### src/rtl/imem_port_arbiter.sv
// imem_port_arbiter: shares the instruction ROM read port between fetch (IF) and load/debug (LS)
module imem_port_arbiter #(
  parameter int ADDR_W = 14,
  parameter int DATA_W = 32,
  parameter int CNT_W  = 16
) (
  input  logic              clk,
  input  logic              rst,
  input  logic              if_req,
  input  logic [ADDR_W-1:0] if_addr,
  input  logic              if_flush,
  output logic              if_gnt,
  output logic              if_rvalid,
  input  logic              if_rready,
  output logic [DATA_W-1:0] if_rdata,
  output logic              if_rerr,
  input  logic              ls_req,
  input  logic [ADDR_W-1:0] ls_addr,
  output logic              ls_gnt,
  output logic              ls_rvalid,
  input  logic              ls_rready,
  output logic [DATA_W-1:0] ls_rdata,
  output logic              ls_rerr,
  output logic [ADDR_W-1:0] rom_addr,
  input  logic [DATA_W-1:0] rom_data,
  output logic [CNT_W-1:0]  if_gnt_cnt,
  output logic [CNT_W-1:0]  ls_gnt_cnt
);
  logic fl_v, fl_own, fl_err, hd_v, hd_own, hd_err, last_gnt;
  logic [DATA_W-1:0] hd_data;
  logic [ADDR_W-1:0] addr_q;
  logic r_v, r_own, r_err, r_rdy, stall;
  logic [DATA_W-1:0] r_data;
  // owner 0 = IF, 1 = LS; the hold register always takes priority over the in-flight word
  always_comb begin
    r_own = hd_v ? hd_own : fl_own;
    r_err = hd_v ? hd_err : fl_err;
    r_v = (hd_v || fl_v) && !(!r_own && if_flush);
    r_data = r_err ? '0 : hd_v ? hd_data : rom_data;
    r_rdy = r_own ? ls_rready : if_rready;
    stall = r_v && !r_rdy;
    if_gnt = !rst && !stall && if_req && (!ls_req || last_gnt);
    ls_gnt = !rst && !stall && ls_req && (!if_req || !last_gnt);
    rom_addr = if_gnt ? if_addr : ls_gnt ? ls_addr : addr_q;
    if_rvalid = r_v && !r_own;
    ls_rvalid = r_v && r_own;
    if_rerr = if_rvalid && r_err;
    ls_rerr = ls_rvalid && r_err;
    if_rdata = if_rvalid ? r_data : '0;
    ls_rdata = ls_rvalid ? r_data : '0;
  end
  always_ff @(posedge clk or posedge rst) begin
    if (rst) begin
      fl_v <= 1'b0;
      fl_own <= 1'b0;
      fl_err <= 1'b0;
      hd_v <= 1'b0;
      hd_own <= 1'b0;
      hd_err <= 1'b0;
      hd_data <= '0;
      last_gnt <= 1'b1;
      addr_q <= '0;
      if_gnt_cnt <= '0;
      ls_gnt_cnt <= '0;
    end else begin
      fl_v <= if_gnt || ls_gnt;
      fl_own <= ls_gnt;
      fl_err <= |rom_addr[1:0];
      addr_q <= rom_addr;
      if (if_gnt || ls_gnt) last_gnt <= ls_gnt;
      // a stall can only begin on an in-flight word, since no grant is issued while one is pending
      hd_v <= stall;
      if (stall && !hd_v) begin
        hd_own <= fl_own;
        hd_err <= fl_err;
        hd_data <= r_data;
      end
      if (if_gnt && !(&if_gnt_cnt)) if_gnt_cnt <= if_gnt_cnt + 1'b1;
      if (ls_gnt && !(&ls_gnt_cnt)) ls_gnt_cnt <= ls_gnt_cnt + 1'b1;
    end
  end
endmodule
### config.mk
export PLATFORM = sky130hd
export DESIGN_NAME = imem_port_arbiter
export DESIGN_NICKNAME = d
export VERILOG_FILES = /design/src/rtl/imem_port_arbiter.sv
export SDC_FILE = /design/constraint.sdc
export NUM_CORES = 1
export LEC_CHECK = 0
export BUFFER_PORTS_ARGS = -buffer_cell sky130_fd_sc_hd__buf_4
export CORE_UTILIZATION = 46
export CTS_CLUSTER_DIAMETER = 150
export DETAILED_ROUTE_END_ITERATION = 8
export PLACE_DENSITY = 0.76
export REMOVE_ABC_BUFFERS = 1
export SYNTH_ARGS = -nofsm -noshare
export SYNTH_HDL_FRONTEND = slang
export SYNTH_SLANG_ARGS = --single-unit
export TNS_END_PERCENT = 10
### constraint.sdc
create_clock -name clk -period 6.5 [get_ports clk]
set_input_delay 0.975 -clock clk [delete_from_list [all_inputs] [get_ports clk]]
set_output_delay 0.975 -clock clk [all_outputs]
set_load 0.03 [all_outputs]
## Yosys cells after proc, flatten, opt, wreduce, memory -nomap -nowiden

Index checks and enable logic that the tools add are counted.

- Register bits: 85
- Input port bits: 67
- Output and inout port bits: 116
- Word-level logic and storage cells: 55

- $add $sub $neg: 2
- Muxes and demuxes: 9
- Reduce and logical (&&, ||, !) cells: 33

Operators by type and width:

| operator | number |
|---|---|
| $mux W32 | 4 |
| $add A16 B1 Y16 const B | 2 |
| $reduce_and A16 Y1 | 2 |
| $mux W14 | 2 |
| $logic_and A1 B1 Y1 | 15 |
| $logic_not A1 Y1 | 11 |
| $logic_or A1 B1 Y1 | 4 |
| $mux W1 | 3 |
| $reduce_or A2 Y1 | 1 |

## Logic depth before layout (Yosys ltp)

Gate-level depths: netlist of run 1.

- Depth in word-level cells: 13
- Gate-level depth with buffers: 7
- Gate-level depth less buffers: 6

## Worst setup path before layout of run 1

No wires, ideal clock.

- Path type: input-to-output
- Start point: input rst
- End point: output rom_addr[0]
- Data arrival time: 3.766 ns
- Data required time: 5.525 ns
- Path slack: 1.759 ns
- Stages: 3
- Path buffers: 0
- Path through: inv_1 nand2_1 o2bb2ai_1

- Word-level cells in the longest chain between the ends: 6
- Elaborated cells on any way between the ends: 8
- Classes of those cells: mux: 2; reduce/logical: 6

RTL lines:

| what | line | source |
|---|---|---|
| from (decl) | 8 | `input logic rst,` |
| $logic_not A1 Y1 (no line) (*) | n/a |  |
| $logic_and A1 B1 Y1 (*) | 42, 43 |  |
| $logic_and A1 B1 Y1 (2 in a row) | 43 | `ls_gnt = !rst && !stall && ls_req && (!if_req \|\| !last_gnt);` |
| $mux W14 | 44 | `rom_addr = if_gnt ? if_addr : ls_gnt ? ls_addr : addr_q;` |
| $mux W14 (*) | 44 |  |
| to (decl) | 24 | `output logic [ADDR_W-1:0] rom_addr,` |

Mark *: on every way between the ends. The rest lies on a longest branch, timed or not.

## Final worst setup path of run 1

- Start point: register hd_v
- End point: output rom_addr[4]

- Word-level cells in the longest chain between the ends: 12
- Elaborated cells on any way between the ends: 17
- Classes of those cells: mux: 4; reduce/logical: 13

RTL lines:

| what | line | source |
|---|---|---|
| from (decl) | 29 | `logic fl_v, fl_own, fl_err, hd_v, hd_own, hd_err, last_gnt;` |
| from (signal assigned) | 72 | `hd_v <= stall;` |
| $mux W1 | 36 | `r_own = hd_v ? hd_own : fl_own;` |
| $logic_not A1 Y1 | 38 | `r_v = (hd_v \|\| fl_v) && !(!r_own && if_flush);` |
| $logic_and A1 B1 Y1 | 38 |  |
| $logic_not A1 Y1 | 38 |  |
| $logic_and A1 B1 Y1 | 38 |  |
| $logic_and A1 B1 Y1 (*) | 41 | `stall = r_v && !r_rdy;` |
| $logic_not A1 Y1 (*) | 42, 43 |  |
| $logic_and A1 B1 Y1 (*) | 42, 43 |  |
| $logic_and A1 B1 Y1 (2 in a row) | 43 |  |
| $mux W14 | 44 |  |
| $mux W14 (*) | 44 |  |

Marked as above.

==> qor.txt, run 1 <==
Status: complete, no violations
DP HPWL: 8.572 mm
Syn-to-layout area delta: 35.23%
CP startpoint: hd_v
Top Ports: 183
Worst setup path class: register to primary output
DR pass1 iterations: 4
H-tree levels: 3
Cell count along the critical path: 7
Critical path capture point: rom_addr[4]
Compound-Gate Fraction of Synth Area: 9.580%
PwrDens: 298.4 nW/µm²
Non-filler cells, final: 816
Total gr overflow: 0
M1 GR Usage: 28.33%
GP Congestion: 0.7895
Total track usage: 22.86%
Critical path buffers and inverters: 2
Cts hold-fix bufs: 0
Max Cap Viol: 0
Vias in the first global route: 3967
Core footprint: 9774 µm²
CP Max Fanout: 39
Sequential cell area fraction in the yosys report: 45.78%
N_diodes: 0
Peak supply drop: 180.1 µV
DIE WIDTH: 102.5 µm
Post-Syn Instances: 515
Die Y: 102.5 µm
Placed Instance Area: 6082 µm²
Final Cell Area: 6287 µm²
Synth Area in XOR/XNOR: 4.898%
R2r endpoint: hd_err
Detailed Route Iter0 Violations: 115
Die ar.: 10510 µm²
Routed via count: 4264
Pre-CTS WS: 2.520 ns
Setup bufs post-CTS: 0
Fin. Hold Viols: 0
Worst Hold Class: register to register
Crit share post-route: 67.11%
Mapped Area: 4649 µm²
Register bit total from synthesis: 85
Yosys cell types: 50
Longest Clk Path Bufs: 2
Multi-input logic area: 2374 µm²
Post-synth ARST share: 100.0%
IO Port Bufs: 182
Post-Place Cells: 801
Filler cells: 805
Lkg Pwr: 3.026 nW
Row count: 36
Worst reg-to-reg path cell count: 4
R2r setup slk: 3.14 ns
CP arrival: 3.39 ns
Register Area: 2130 µm²
Cts repair resizes: 0
Relative slew slack: 28.05%
Initial Util: 47.57%
Tightest Pin Transition: 1.078 ns
Total negative slack: 0 ns
Multiplexer area fraction after synthesis: 10.39%
Met2 usage: 40.21%
Fin crit period: 4.362 ns
Largest family of logic cells by synthesized area: simple AND/OR/NAND/NOR gates
Busiest layer in global routing: met2
RSZ-0062 raised after global routing: no
Synth Area in Adders: 0.5382%
Worst-skew pair later-pin latency: 0.35 ns
Final setup violating endpoints: 0
Crit. End Element: primary output
Crit path cell chain: mux2i_1 -> mux2i_2 -> a31oi_4 -> o21ai_1 -> inv_2 -> a2bb2oi_1 -> buf_4
Post-synthesis simple-gate area fraction: 25.16%
Avg Inst Size Synth: 9.028 µm²
Met3 GRT Util: 5.220%
Slew Limit Fails: 0
CP Launch Type: register
Final setup margin: 2.138 ns
DRC: 0
Max Fclk: 0.2292 GHz
Clock skew: 0.01416 ns
CTS Root Cell: clkbuf_8
First-pass GRT wire length: 18.75 mm
Most used flip-flop cell after synthesis: dfrtp_1
Largest net degree at the start of global routing: 86
Share of cells above drive strength 1: 37.63%
Yosys warns: 0
Vias/cell: 5.225
Initial antenna violation count: 0
Drt total wl: 12.04 mm
CTS Buf Count: 9
Routed len/inst: 14.76 µm
DRT antenna net count: 0
Slowest-stage cell, CP: dfrtp_2
CTS tree: done
Top delay family on crit path: compound AO/OA/AOI/OAI gates
Reg2Reg Launch Point: hd_v
EDFF count, synth: 0
Clock sink total: 85
Reg clk slew, reported paths: 0.09 ns
Final net count: 748
CP peak stage delay: 0.97 ns
Critical Path RT: 5.52 ns
==> cells in the mapped netlist (2+ instances only) <==
cell type	count	area, µm²
nor4b_2	2	30.03
a2bb2oi_1	12	105.1
o21ai_0	30	150.1
nand2b_1	4	25.02
nand3_1	17	85.08
nor4_2	2	25.02
a22oi_1	2	15.01
nand2_1	107	401.6
clkbuf_1	17	63.81
o22ai_1	13	81.33
buf_2	7	35.03
nor3b_2	2	25.02
buf_6	2	22.52
and3_1	5	31.28
mux2i_1	3	30.03
and2_1	6	37.54
mux2_1	2	22.52
ha_1	2	25.02
nor3_2	2	20.02
nor2b_1	3	18.77
a22o_1	2	17.52
nand4_1	11	68.82
xor2_1	13	113.9
mux2_2	37	416.7
nor2_1	74	277.8
nor3_1	8	40.04
o21ai_1	4	20.02
buf_1	5	18.77
inv_1	4	15.01
inv_2	2	7.510
xnor2_1	13	113.9
dfrtp_1	84	2102
==> worst min-delay path by stage <==
stage / cells after the start / startpoint / slack, ns / end
floorplan: 2 / hd_data[0] / 0.44 / hd_data[0]
global placement: 2 / hd_data[12] / 0.46 / hd_data[12]
detailed placement: 2 / hd_data[9] / 0.46 / hd_data[9]
CTS: 2 / hd_data[8] / 0.48 / hd_data[8]
global route: 2 / hd_data[27] / 0.51 / hd_data[27]
finish: 2 / hd_data[9] / 0.48 / hd_data[9]
==> worst register-to-register path, cell delays in order, from the launching register on <==
cell and delay (ns):
dfrtp_2 0.97, mux2i_1 0.34, mux2i_2 0.42, nand3_2 0.90, mux2_2 0.62
==> final cells by class <==
cell class | instances | area share [%]
multi-input combinational | 392 | 37.75
sequential | 85 | 33.87
timing repair buffer | 185 | 22.09
tap | 133 | 2.647
clock buffer | 11 | 2.090
clock inverter | 4 | 1.174
inverter | 6 | 0.3781
==> per-layer routing <==
| metal | part of all wire, % | vias up |
|---|---|---|
| met5 | 0 | - |
| met4 | 0.82 | 0 |
| met3 | 7.6 | 10 |
| met2 | 48 | 157 |
| met1 | 44 | 2014 |
| li1 | - | 2083 |
==> power by group <==
part	leakage, nW	internal [W]	switching [W]
sequential	1.08	0.000664	0.000108
combinational	1.84	0.000278	0.000427
clock	0.103	0.000215	0.000184
==> flip-flops by register name, indices dropped and copies added (netlist names), 14 cells and up <==
signal      flops
addr_q         14
hd_data        32
if_gnt_cnt     16
ls_gnt_cnt     16
==> per-stage QoR <==
stage                     hold WS, ns  total power (W)  util, %
after floorplan                0.4444         0.001230        -
after global placement         0.4573         0.001458    62.22
after detailed placement       0.4644         0.001488    62.22
after CTS                      0.4833         0.001890    64.32
after global routing           0.5126         0.001992    64.32
final                          0.4797         0.001876    64.32
==> logic make-up after synthesis <==
kind of cell | count (synthesis)
and+or+nand+nor | 252
DFF | 85
AOI/OAI and AO/OA | 69
muxes | 43
buffers and inverters | 38
xor gates and xnor gates | 26
adders and majority gates | 2
==> cells in the final DEF, fill, tap and decap left out, drive strengths merged, types with 2 or more instances in the layout <==
| cell type | instances |
|---|---|
| a22o | 2 |
| a22oi | 2 |
| a2bb2oi | 12 |
| a31oi | 2 |
| and2 | 6 |
| and3 | 5 |
| buf | 185 |
| bufinv | 2 |
| clkbuf | 11 |
| clkinv | 3 |
| dfrtp | 84 |
| ha | 2 |
| inv | 5 |
| mux2 | 39 |
| mux2i | 4 |
| nand2 | 107 |
| nand2b | 4 |
| nand3 | 18 |
| nand4 | 12 |
| nor2 | 74 |
| nor2b | 3 |
| nor3 | 10 |
| nor3b | 2 |
| nor4 | 3 |
| nor4b | 3 |
| o21ai | 34 |
| o22ai | 13 |
| or4 | 2 |
| xnor2 | 13 |
| xor2 | 13 |
Note: power is estimated with default switching activity, not from simulation.
==> run 2, diff against run 1 <==
--- a/config.mk
+++ b/config.mk
@@ -5,11 +5,12 @@
 export SDC_FILE = /design/constraint.sdc
 export NUM_CORES = 1
 export LEC_CHECK = 0
+export ABC_AREA = 1
 export BUFFER_PORTS_ARGS = -buffer_cell sky130_fd_sc_hd__buf_4
-export CORE_UTILIZATION = 46
+export CORE_UTILIZATION = 45
 export CTS_CLUSTER_DIAMETER = 150
 export DETAILED_ROUTE_END_ITERATION = 8
-export PLACE_DENSITY = 0.76
+export PLACE_DENSITY = 0.77
 export REMOVE_ABC_BUFFERS = 1
 export SYNTH_ARGS = -nofsm -noshare
 export SYNTH_HDL_FRONTEND = slang
==> constraint.sdc (replaced) <==
create_clock -name clk -period 3.5 [get_ports clk]
set_input_delay 0.525 -clock clk [delete_from_list [all_inputs] [get_ports clk]]
set_output_delay 0.525 -clock clk [all_outputs]
set_load 0.03 [all_outputs]
==> run 2 against run 1 <==
Clock skew shrank 0.0094 ns. Non-clock buffer count is the same. Final area grew 3.6%. Critical path type unchanged. Power grew 92%. Sequential share of layout area shrank 1.2 points. Synthesized cell count grew 36%. Worst setup slack lost 1.9 ns.
==> qor.txt, run 2 <==
Status: complete, no violations
DR pass1 iterations: 5 (+1)
Crit share post-route: 92.87%
Longest Clk Path Bufs: 2 (unchanged)
Total track usage: 23.20% (+0.34 points)
Cts hold-fix bufs: 0 (unchanged)
Post-Syn Instances: 702 (+36%)
Worst Hold Class: input port to async pin
Worst-skew pair later-pin latency: 0.35 ns (about the same)
Die Y: 106.0 µm (+3.4%)
EDFF count, synth: 0 (unchanged)
Critical path buffers and inverters: 3 (+1)
Fin. Hold Viols: 0 (unchanged)
Critical Path RT: 2.97 ns (-2.55 ns)
DRC: 0 (unchanged)
GP Congestion: 0.8968 (+14%)
Multi-input logic area: 2446 µm² (+3.1%)
CP Launch Type: register
CTS Buf Count: 9 (unchanged)
Detailed Route Iter0 Violations: 284 (+150%)
Worst setup path class: register to primary output
Max Cap Viol: 0 (unchanged)
N_diodes: 0 (unchanged)
Most frequent cells in the layout: nand2_1, buf_4, dfrtp_1
Most used flip-flop cell after synthesis: dfrtp_1
PwrDens: 552.1 nW/µm² (+85%)
Relative slew slack: 30.90% (+2.8 points)
Largest net degree at the start of global routing: 69 (-20%)
Lkg Pwr: 3.403 nW (+12%)
Total gr overflow: 0 (unchanged)
Vias in the first global route: 4450 (+12%)
Core footprint: 10420 µm² (+6.6%)
Post-synth ARST share: 100.0% (unchanged)
Mapped Area: 4865 µm² (+4.6%)
Top Ports: 183 (unchanged)
Share of cells above drive strength 1: 25.06% (-13 points)
Routed via count: 4918 (+15%)
Clock skew: 0.004796 ns (-0.009364 ns)
Row count: 37 (+2.8%)
Crit path cell chain: clkinv_8 -> nand2_1 -> nand2_1 -> nand2_8 -> nand2_2 -> nand2_4 -> nand3_4 -> clkinv_4 -> nand2_1 -> nand2_1 -> nand2_1 -> nand2_1 -> buf_4
Total negative slack: 0 ns (unchanged)
Avg Inst Size Synth: 6.930 µm² (-23%)
Worst path most repeated cell: nand2_1
Routed len/inst: 12.59 µm (-15%)
Largest regs: hd_data: 32 flops, if_gnt_cnt: 16 flops, ls_gnt_cnt: 16 flops
CP arrival: 2.73 ns (-0.66 ns)
CP peak stage delay: 0.52 ns (-0.45 ns)
Most common cell in the netlist: nand2_1
Initial antenna violation count: 0 (unchanged)
Cts repair resizes: 1 (+1)
Reg clk slew, reported paths: 0.08 ns (about the same)
Tightest Pin Transition: 1.036 ns (-0.04162 ns)
Final net count: 935 (+25%)
Filler cells: 951 (+18%)
Synth cell count leaders: nand2_1, dfrtp_1, nor2_1
Yosys warns: 0 (unchanged)
H-tree levels: 3 (unchanged)
DP HPWL: 9.162 mm (+6.9%)
Initial Util: 46.70% (-0.87 points)
CP Max Fanout: 37 (-5.1%)
Dominant cell type by area after synthesis: dfrtp_1
Top cells by area, synth: dfrtp_1, nand2_1, nor2_1
Yosys cell types: 31 (-38%)
Commonest non-fill, non-tap cell in the layout: nand2_1
Fin crit period: 3.250 ns
First-pass GRT wire length: 20.67 mm (+10%)
Top delay family on crit path: simple AND/OR/NAND/NOR gates
Sequential cell area fraction in the yosys report: 43.75% (-2.0 points)
Syn-to-layout area delta: 33.87%
Post-synth top area share: 43.21% (-2.0 points)
Largest reg by FF count: hd_data
CTS Root Cell: clkbuf_8
Peak supply drop: 450.0 µV (+150%)
CTS tree: done
Slew Limit Fails: 0 (unchanged)
DRT antenna net count: 0 (unchanged)
Slowest-stage cell, CP: dfrtp_2
Final setup violating endpoints: 0 (unchanged)
Setup bufs post-CTS: 0 (unchanged)
Crit. End Element: primary output
IO Port Bufs: 182 (unchanged)
Vias/cell: 4.889 (-6.4%)
RSZ-0062 raised after global routing: no
DIE WIDTH: 106.0 µm (+3.4%)
Largest register FFs: 32 (unchanged)
Final setup margin: 0.2496 ns (-1.888 ns)
Max Fclk: 0.3077 GHz
Clock sink total: 85 (unchanged)
Drt total wl: 12.67 mm (+5.2%)
Die ar.: 11230 µm² (+6.8%)
Pre-CTS WS: 0.2424 ns (-2.277 ns)
Register bit total from synthesis: 85 (unchanged)
Register Area: 2130 µm² (unchanged)
==> run 2: cell types whose count changed after synthesis, moves of 10 or more <==
cell,delta
mux2_2,-37
nand3_1,+15
a2bb2oi_1,-12
o22ai_1,-13
o21ai_1,+10
nand2_1,+206
inv_1,+35
==> run 2: worst paths after layout <==
check | from | endpoint | slack [ns] | depth (start not counted)
setup / recovery | hd_v | rom_addr[2] | 0.25 | 13
setup reg to reg | hd_v | hd_data[25] | 0.99 | 7
min in group clk | if_addr[4] | addr_q[4] | 0.39 | 3
hold reg to reg | hd_data[15] | hd_data[15] | 0.49 | 2
hold / removal | rst | ls_gnt_cnt[13] | 0.19 | 2
max in group asynchronous | rst | hd_v | 2.11 | 3
==> run 2: logic make-up after synthesis <==
kind of cell	count (synthesis)	share of synthesized area [%]
fa+ha+maj	2	0.5143
buf+inv	74	6.275
simple gates	458	38.40
xor+xnor	28	5.041
compound gates	55	6.019
flops	85	43.75
==> run 2: where the power goes <==
group	internal (W)	switching (W)	leakage (nW)	total, W
combinational	0.000502	0.000924	2.20	0.00143
sequential	0.00126	0.000206	1.11	0.00146
clock	0.000365	0.000340	0.0947	0.000705
==> run 2: layout make-up <==
class | count | share of cell area [%]
Multi-Input combinational cell | 543 | 37.56
Sequential cell | 85 | 32.70
Timing Repair Buffer | 185 | 21.33
Inverter | 42 | 2.728
Tap cell | 136 | 2.613
Clock buffer | 12 | 2.382
Clock inverter | 3 | 0.6916
==> run 2: per-stage QoR <==
| stage | cell area, µm² | hold slack (ns) | util (%) | cells | power [W] |
|---|---|---|---|---|---|
| after floorplan | 4721 | 0.4529 | - | 670 | 0.002382 |
| after global placement | 6287 | 0.4683 | 60.36 | 991 | 0.002859 |
| after detailed placement | 6287 | 0.4750 | 60.36 | 991 | 0.002907 |
| after CTS | 6491 | 0.1862 | 62.32 | 1006 | 0.003624 |
| after global routing | 6513 | 0.2083 | 62.52 | 1006 | 0.003855 |
| final | 6513 | 0.1896 | 62.52 | 1006 | 0.003596 |
==> run 2: routing by layer <==
metal | part of all wire [%] | up-vias | track usage [%]
li1 | - | 2509 | -
met1 | 42 | 2206 | 28.07
met2 | 49 | 184 | 41.50
met3 | 6.5 | 19 | 3.863
met4 | 2.0 | 0 | 8.333
met5 | 0 | - | 0
==> run 2: worst register-to-register path, stage by stage, from the launching register on <==
cell	delay, ns
dfrtp_2	0.51
clkinv_8	0.17
nand2_1	0.09
nand2_1	0.19
nand2_8	0.19
a21oi_2	0.22
nand2_2	0.57
o21ai_0	0.47
